### src/rtl/universal_shift_reg_if.sv
// Bus bundle for universal_shift_reg: control and data in, register state and
// serial taps out. The master drives the controls and the slave is the register.
interface universal_shift_reg_if #(
    parameter int WIDTH = 4,
    parameter int CNT_W = $clog2(WIDTH + 1)
);
    logic             en;
    logic [2:0]       mode;
    logic [WIDTH-1:0] din;
    logic             sin_r;
    logic             sin_l;
    logic [WIDTH-1:0] dout;
    logic             sout_l;
    logic             sout_r;
    logic [CNT_W-1:0] shift_cnt;
    logic             word_done;

    modport master (
        output en, mode, din, sin_r, sin_l,
        input  dout, sout_l, sout_r, shift_cnt, word_done
    );

    modport slave (
        input  en, mode, din, sin_r, sin_l,
        output dout, sout_l, sout_r, shift_cnt, word_done
    );
endinterface

### src/rtl/universal_shift_reg.sv
// Parametrised universal shift register: load, logical shift, rotate, clear,
// and a saturating shift counter that flags a completed word.
module universal_shift_reg #(
    parameter  int WIDTH = 4,
    localparam int CNT_W = $clog2(WIDTH + 1)
) (
    input  logic                  clk,
    input  logic                  rst,
    universal_shift_reg_if.slave  bus
);
    localparam logic [2:0] MODE_HOLD  = 3'b000;
    localparam logic [2:0] MODE_LOAD  = 3'b001;
    localparam logic [2:0] MODE_SHL   = 3'b010;
    localparam logic [2:0] MODE_SHR   = 3'b011;
    localparam logic [2:0] MODE_ROTL  = 3'b100;
    localparam logic [2:0] MODE_ROTR  = 3'b101;
    localparam logic [2:0] MODE_CLEAR = 3'b110;

    localparam logic [CNT_W-1:0] CNT_FULL = CNT_W'(WIDTH);
    localparam logic [CNT_W-1:0] CNT_ONE  = CNT_W'(1);

    logic [WIDTH-1:0] dout_q;
    logic [WIDTH-1:0] dout_d;
    logic [CNT_W-1:0] cnt_q;
    logic [CNT_W-1:0] cnt_d;
    logic             shift_s;

    // Next-state data path and counter; reserved mode falls through to hold.
    always_comb begin
        dout_d  = dout_q;
        cnt_d   = cnt_q;
        shift_s = 1'b0;
        if (bus.en) begin
            case (bus.mode)
                MODE_HOLD: begin
                    dout_d = dout_q;
                end
                MODE_LOAD: begin
                    dout_d = bus.din;
                    cnt_d  = {CNT_W{1'b0}};
                end
                MODE_SHL: begin
                    dout_d  = {dout_q[WIDTH-2:0], bus.sin_r};
                    shift_s = 1'b1;
                end
                MODE_SHR: begin
                    dout_d  = {bus.sin_l, dout_q[WIDTH-1:1]};
                    shift_s = 1'b1;
                end
                MODE_ROTL: begin
                    dout_d  = {dout_q[WIDTH-2:0], dout_q[WIDTH-1]};
                    shift_s = 1'b1;
                end
                MODE_ROTR: begin
                    dout_d  = {dout_q[0], dout_q[WIDTH-1:1]};
                    shift_s = 1'b1;
                end
                MODE_CLEAR: begin
                    dout_d = {WIDTH{1'b0}};
                    cnt_d  = {CNT_W{1'b0}};
                end
                default: begin
                    dout_d = dout_q;
                end
            endcase
        end else begin
            dout_d = dout_q;
        end

        // Counter saturates so word_done stays up until the next load/clear.
        if (shift_s && (cnt_q != CNT_FULL)) begin
            cnt_d = cnt_q + CNT_ONE;
        end else begin
            cnt_d = cnt_d;
        end
    end

    // State register with synchronous reset.
    always_ff @(posedge clk) begin
        if (rst) begin
            dout_q <= {WIDTH{1'b0}};
            cnt_q  <= {CNT_W{1'b0}};
        end else begin
            dout_q <= dout_d;
            cnt_q  <= cnt_d;
        end
    end

    assign bus.dout      = dout_q;
    assign bus.sout_l    = dout_q[WIDTH-1];
    assign bus.sout_r    = dout_q[0];
    assign bus.shift_cnt = cnt_q;
    assign bus.word_done = (cnt_q == CNT_FULL);
endmodule

### src/flat_wrapper.sv
// flat-port wrapper written by rule: the top's interface ports become plain ports
module universal_shift_reg_flat 
#(
    parameter  int WIDTH = 4,
    localparam int CNT_W = $clog2(WIDTH + 1)
)
  (clk, rst, bus_en, bus_mode, bus_din, bus_sin_r, bus_sin_l, bus_dout, bus_sout_l, bus_sout_r, bus_shift_cnt, bus_word_done);
  universal_shift_reg_if #(.WIDTH(WIDTH)) bus_i ();
  input  logic clk;
  input  logic rst;
  input wire logic [$bits(bus_i.en)-1:0] bus_en;
  input wire logic [$bits(bus_i.mode)-1:0] bus_mode;
  input wire logic [$bits(bus_i.din)-1:0] bus_din;
  input wire logic [$bits(bus_i.sin_r)-1:0] bus_sin_r;
  input wire logic [$bits(bus_i.sin_l)-1:0] bus_sin_l;
  output wire logic [$bits(bus_i.dout)-1:0] bus_dout;
  output wire logic [$bits(bus_i.sout_l)-1:0] bus_sout_l;
  output wire logic [$bits(bus_i.sout_r)-1:0] bus_sout_r;
  output wire logic [$bits(bus_i.shift_cnt)-1:0] bus_shift_cnt;
  output wire logic [$bits(bus_i.word_done)-1:0] bus_word_done;
  assign bus_i.en = bus_en;
  assign bus_i.mode = bus_mode;
  assign bus_i.din = bus_din;
  assign bus_i.sin_r = bus_sin_r;
  assign bus_i.sin_l = bus_sin_l;
  assign bus_dout = bus_i.dout;
  assign bus_sout_l = bus_i.sout_l;
  assign bus_sout_r = bus_i.sout_r;
  assign bus_shift_cnt = bus_i.shift_cnt;
  assign bus_word_done = bus_i.word_done;
  universal_shift_reg #(.WIDTH(WIDTH)) u_core (.clk(clk), .rst(rst), .bus(bus_i));
endmodule
### config.mk
export PLATFORM = sky130hd
export DESIGN_NAME = universal_shift_reg_flat
export DESIGN_NICKNAME = d
export VERILOG_FILES = /design/src/rtl/universal_shift_reg_if.sv /design/src/rtl/universal_shift_reg.sv /design/src/flat_wrapper.sv
export SDC_FILE = /design/constraint.sdc
export NUM_CORES = 1
export LEC_CHECK = 0
export ABC_AREA = 1
export BUFFER_PORTS_ARGS = -buffer_cell sky130_fd_sc_hd__buf_4
export CELL_PAD_IN_SITES_DETAIL_PLACEMENT = 1
export CELL_PAD_IN_SITES_GLOBAL_PLACEMENT = 1
export CORE_MARGIN = 8
export CORE_UTILIZATION = 28
export DETAILED_ROUTE_END_ITERATION = 6
export PLACE_DENSITY = 0.83
export REMOVE_ABC_BUFFERS = 1
export SLEW_MARGIN = 5
export SYNTH_ARGS = -nofsm -noshare
export SYNTH_HDL_FRONTEND = slang
export SYNTH_SLANG_ARGS = --single-unit
### constraint.sdc
create_clock -name clk -period 1.2 [get_ports clk]
set_clock_uncertainty 0.1 [all_clocks]
set_input_delay 0.18 -clock clk [delete_from_list [all_inputs] [get_ports clk]]
set_output_delay 0.18 -clock clk [all_outputs]
set_load 0.03 [all_outputs]
==> impl_results.rst <==
.. list-table::
   :header-rows: 1

   * - Metric
     - Value
   * - EDFF count, synth
     - 0
   * - Setup repair after global routing missed its margin
     - true
   * - Max frequency
     - a little over 0.7 GHz
   * - Height of the chip
     - ~63 um
   * - Router iterations before antenna repair
     - 4
   * - Placer's final routability congestion estimate
     - 0.778
   * - Clock tree from TritonCTS
     - done
   * - Worst Hold Depth
     - 2
   * - Die area
     - 3910 um2
   * - Hold buffer count at cts
     - 0
   * - Total negative setup slack
     - -505 ps
   * - Setup crit end kind
     - primary output
   * - Area taken by flip-flops and latches
     - 144 um2
   * - Number of distinct library cells after synthesis
     - 17
   * - Run status
     - finished, violations left
   * - Worst-margin pin slew
     - ~230 ps
   * - Total half-perimeter wirelength after legalization and detailed placement
     - 1600 um
   * - Fraction of the yosys area taken by sequential cells
     - about 23%
   * - Avg Cell Area, Syn
     - approximately 6.5 um2
   * - Final core occ
     - between 40% and 50%
   * - Cell area after technology mapping
     - a little over 600 um2
   * - Total CTS buffers
     - 3
   * - Drc violations
     - 0
   * - Port Buffers
     - 21
   * - Violations in the final reports
     - setup timing
   * - Core Footprint
     - roughly 2100 um2
   * - Number of flip-flops and latches in the synthesized netlist
     - 7
   * - Footprint of the multi-input gates
     - 415 um2
   * - Area of all placed cells without fillers
     - between 900 and 1000 um2
   * - Largest net degree at the start of global routing
     - 11
   * - Crit-path max cell delay
     - roughly 330 ps
   * - Synth async-reset ratio
     - 0%
   * - ANT nets after route
     - 0
   * - Worst reg2reg path endpoint
     - u_core.bus.shift_cnt[0]
   * - Aggregate global-route resource usage
     - 10.2%
   * - Final worst path period share
     - 116%
   * - Leakage power total
     - 0.000457 uW
   * - Path type of the worst min-delay path
     - primary input to flop
   * - IO Count
     - 22
   * - Total Routed Length
     - about 2000 um
   * - Count of placed standard cells in the final layout, fillers left out
     - 151
   * - Layout cell share with drive strength beyond 1
     - ~45%
   * - Area growth from synthesis to layout
     - 49.1%
   * - VDD IR max
     - roughly 0.5 mV
   * - Global-route wire length before repair
     - between 3000 and 4000 um
   * - Die X-Extent
     - 62.6 um
   * - Reg clk slew, reported paths
     - approximately 50 ps
   * - Worst reg2reg path depth
     - 9
   * - Number of core rows
     - 17
   * - Number of vias after detailed routing
     - a little over 700
   * - Setup slack after layout
     - -186 ps
   * - Largest cells by area after synthesis
     - dfxtp_1 (23%), nand2_1 (12%), nand3_1 (11%), nand4_1 (8.2%), inv_1 (6.8%)
   * - Cell area after placement
     - 807 um2
   * - Kind of critical path
     - flop to primary output
   * - Number of maximum-capacitance constraint violations
     - 0
   * - Warning count from the yosys run
     - 0
   * - Inserted Diodes
     - 0
   * - Minimum setup slack among reg-to-reg paths
     - -120 ps
   * - Slew headroom
     - 84.6%
   * - Pre-CTS worst setup slack
     - -218 ps
   * - Insertion delay of the later-clocked pin in the worst-skew pair
     - around 260 ps
   * - Effective utilization at floorplan
     - 28.5%
   * - Root Buffer
     - clkbuf_4
   * - Number of pins with negative max-slew slack in the final report
     - 0
   * - Sink count of the clock tree
     - 7
   * - GRT Residual Overflow
     - 0
   * - Worst R2R Start
     - u_core.bus.shift_cnt[1]
   * - Critical-path top delay cell
     - dfxtp_2
   * - Buffering stage count on the worst path with inverters included
     - 4
   * - Worst hold start
     - rst
   * - Cells after Synth
     - 94
   * - Initial antenna violation count
     - 0
   * - Count of endpoints failing setup in the final report
     - 4
   * - Final number of hold-violating endpoints
     - 0
   * - Endpoint arrival time on the critical path
     - between 1000 and 1500 ps
   * - Number of global-route vias before repair
     - between 700 and 800
   * - Capture endpoint of the worst hold path
     - u_core.bus.shift_cnt[1]
   * - Most area-hungry cell type in the Yosys netlist
     - dfxtp_1
   * - Power Density
     - between 800 and 900 nW/um2
   * - Detail-routed via count per cell
     - around 4.8
   * - Kind of cell adding the most delay to the critical path
     - flip-flops
   * - Per-cell routed wire length
     - around 13 um
   * - Worst Path Max Fanout
     - 2
   * - Post-layout net count
     - 138
   * - CTS H-tree lvls
     - 1
   * - Placed instance count
     - around 150
   * - Share of the synthesized area in the top cell type
     - 23.1%
   * - Final critical-path required period
     - approximately 1400 ps
   * - CP required
     - slightly above 900 ps
   * - Detailed Route Iter0 Violations
     - 14
   * - Filler cell count
     - about 280
   * - Startpoint type of the worst setup path
     - flop
   * - Ys flop type
     - dfxtp_1
   * - Cell breakdown of the critical path
     - inv_2, ha_4, nand2_2, inv_2, buf_6, buf_6
   * - Clock Path Buffers
     - 2
[worst max path at each step]
stage                             from                 endpoint  slack [ps]  depth (start not counted)
2_1_floorplan  u_core.bus.shift_cnt[0]  u_core.bus.shift_cnt[2]        -470                          8
3_3_place_gp   u_core.bus.shift_cnt[0]  u_core.bus.shift_cnt[0]        -100                          8
3_5_place_dp   u_core.bus.shift_cnt[0]  u_core.bus.shift_cnt[1]        -220                          8
4_1_cts        u_core.bus.shift_cnt[0]            bus_word_done        -200                          6
5_1_grt        u_core.bus.shift_cnt[0]            bus_word_done        -230                          6
6_report       u_core.bus.shift_cnt[1]            bus_word_done        -190                          6
[flip-flops by register name, summed over array words and instances (netlist names)]
register,cells
u_core.bus.shift_cnt,3
u_core.bus.dout,4
[cell usage after synthesis, types with 3 or more instances]
cell type / number
nand2_1: 19
nand3_1: 13
nand4_1: 8
inv_1: 11
a21oi_1: 6
dfxtp_1: 7
nand2_2: 3
inv_2: 3
nor2_1: 11
[cells by family (layout without fill, tap and decap cells)]
family / after synthesis / after routing / synth area share [%]
buffers and inverters: 19 / 48 / 15.9
DFF: 7 / 7 / 23.1
and+or+nand+nor: 58 / 58 / 49.7
xor gates and xnor gates: 1 / 1 / 1.44
AOI/OAI and AO/OA: 7 / 7 / 5.77
adders and majority gates: 2 / 2 / 4.12
[metrics by stage]
step                hold WS (ps)  power [uW]
floorplan                    149         407
global placement             305         515
detailed placement           311         523
CTS                         19.7         765
global route                32.8         802
finish                      32.9         757
[where the power goes]
| part | total, uW | internal [uW] | switching [uW] | leakage, uW |
|---|---|---|---|---|
| registers | 264 | 248 | 15.6 | 0.0000588 |
| clock network | 223 | 127 | 95.7 | 0.0000150 |
| logic | 270 | 108 | 162 | 0.000384 |
| total | 757 | 483 | 273 | 0.000457 |
[per-layer routing]
layer  wire (um)  vias up  global-route usage (%)
met1         764      342                    8.99
met5           0        -                       0
met4          60        0                    9.12
met2        1090       13                    18.9
met3          44        5                    2.15
li1            -      363                       -
[worst register-to-register path: cells and delay by family, from the launching register on]
| family | cells | cell delay, ps |
|---|---|---|
| flops | 1 | 330 |
| fa+ha+maj | 1 | 150 |
| buf+inv | 3 | 210 |
| compound gates | 1 | 60 |
| simple gates | 4 | 350 |
[cell type report]
| class | count | share of cell area [%] |
|---|---|---|
| multi-input cells | 68 | 45.9 |
| flip-flops and latches | 7 | 15.9 |
| clock buffers | 4 | 2.90 |
| well taps | 28 | 3.87 |
| inverters | 15 | 6.50 |
| repair buffers | 29 | 24.9 |
[layout by cell type (no fill, tap or decap)]
| cell type | instances |
|---|---|
| a21oi_1 | 6 |
| buf_4 | 27 |
| buf_6 | 2 |
| clkbuf_1 | 1 |
| clkbuf_4 | 3 |
| dfxtp_1 | 4 |
| dfxtp_2 | 3 |
| ha_4 | 2 |
| inv_1 | 8 |
| inv_2 | 6 |
| inv_4 | 1 |
| nand2_1 | 18 |
| nand2_2 | 4 |
| nand3_1 | 11 |
| nand3_2 | 4 |
| nand3_4 | 2 |
| nand4_1 | 8 |
| nor2_1 | 10 |
| nor2_4 | 1 |
| o21ai_0 | 1 |
| xor2_1 | 1 |
[what timing repair did]
item	4_1_cts	5_1_grt
gates resized for setup	10	7
setup endpoints to repair	4	5
pin swaps	2	3
setup buffers	1	2
Note: power is estimated with default switching activity, not from simulation.
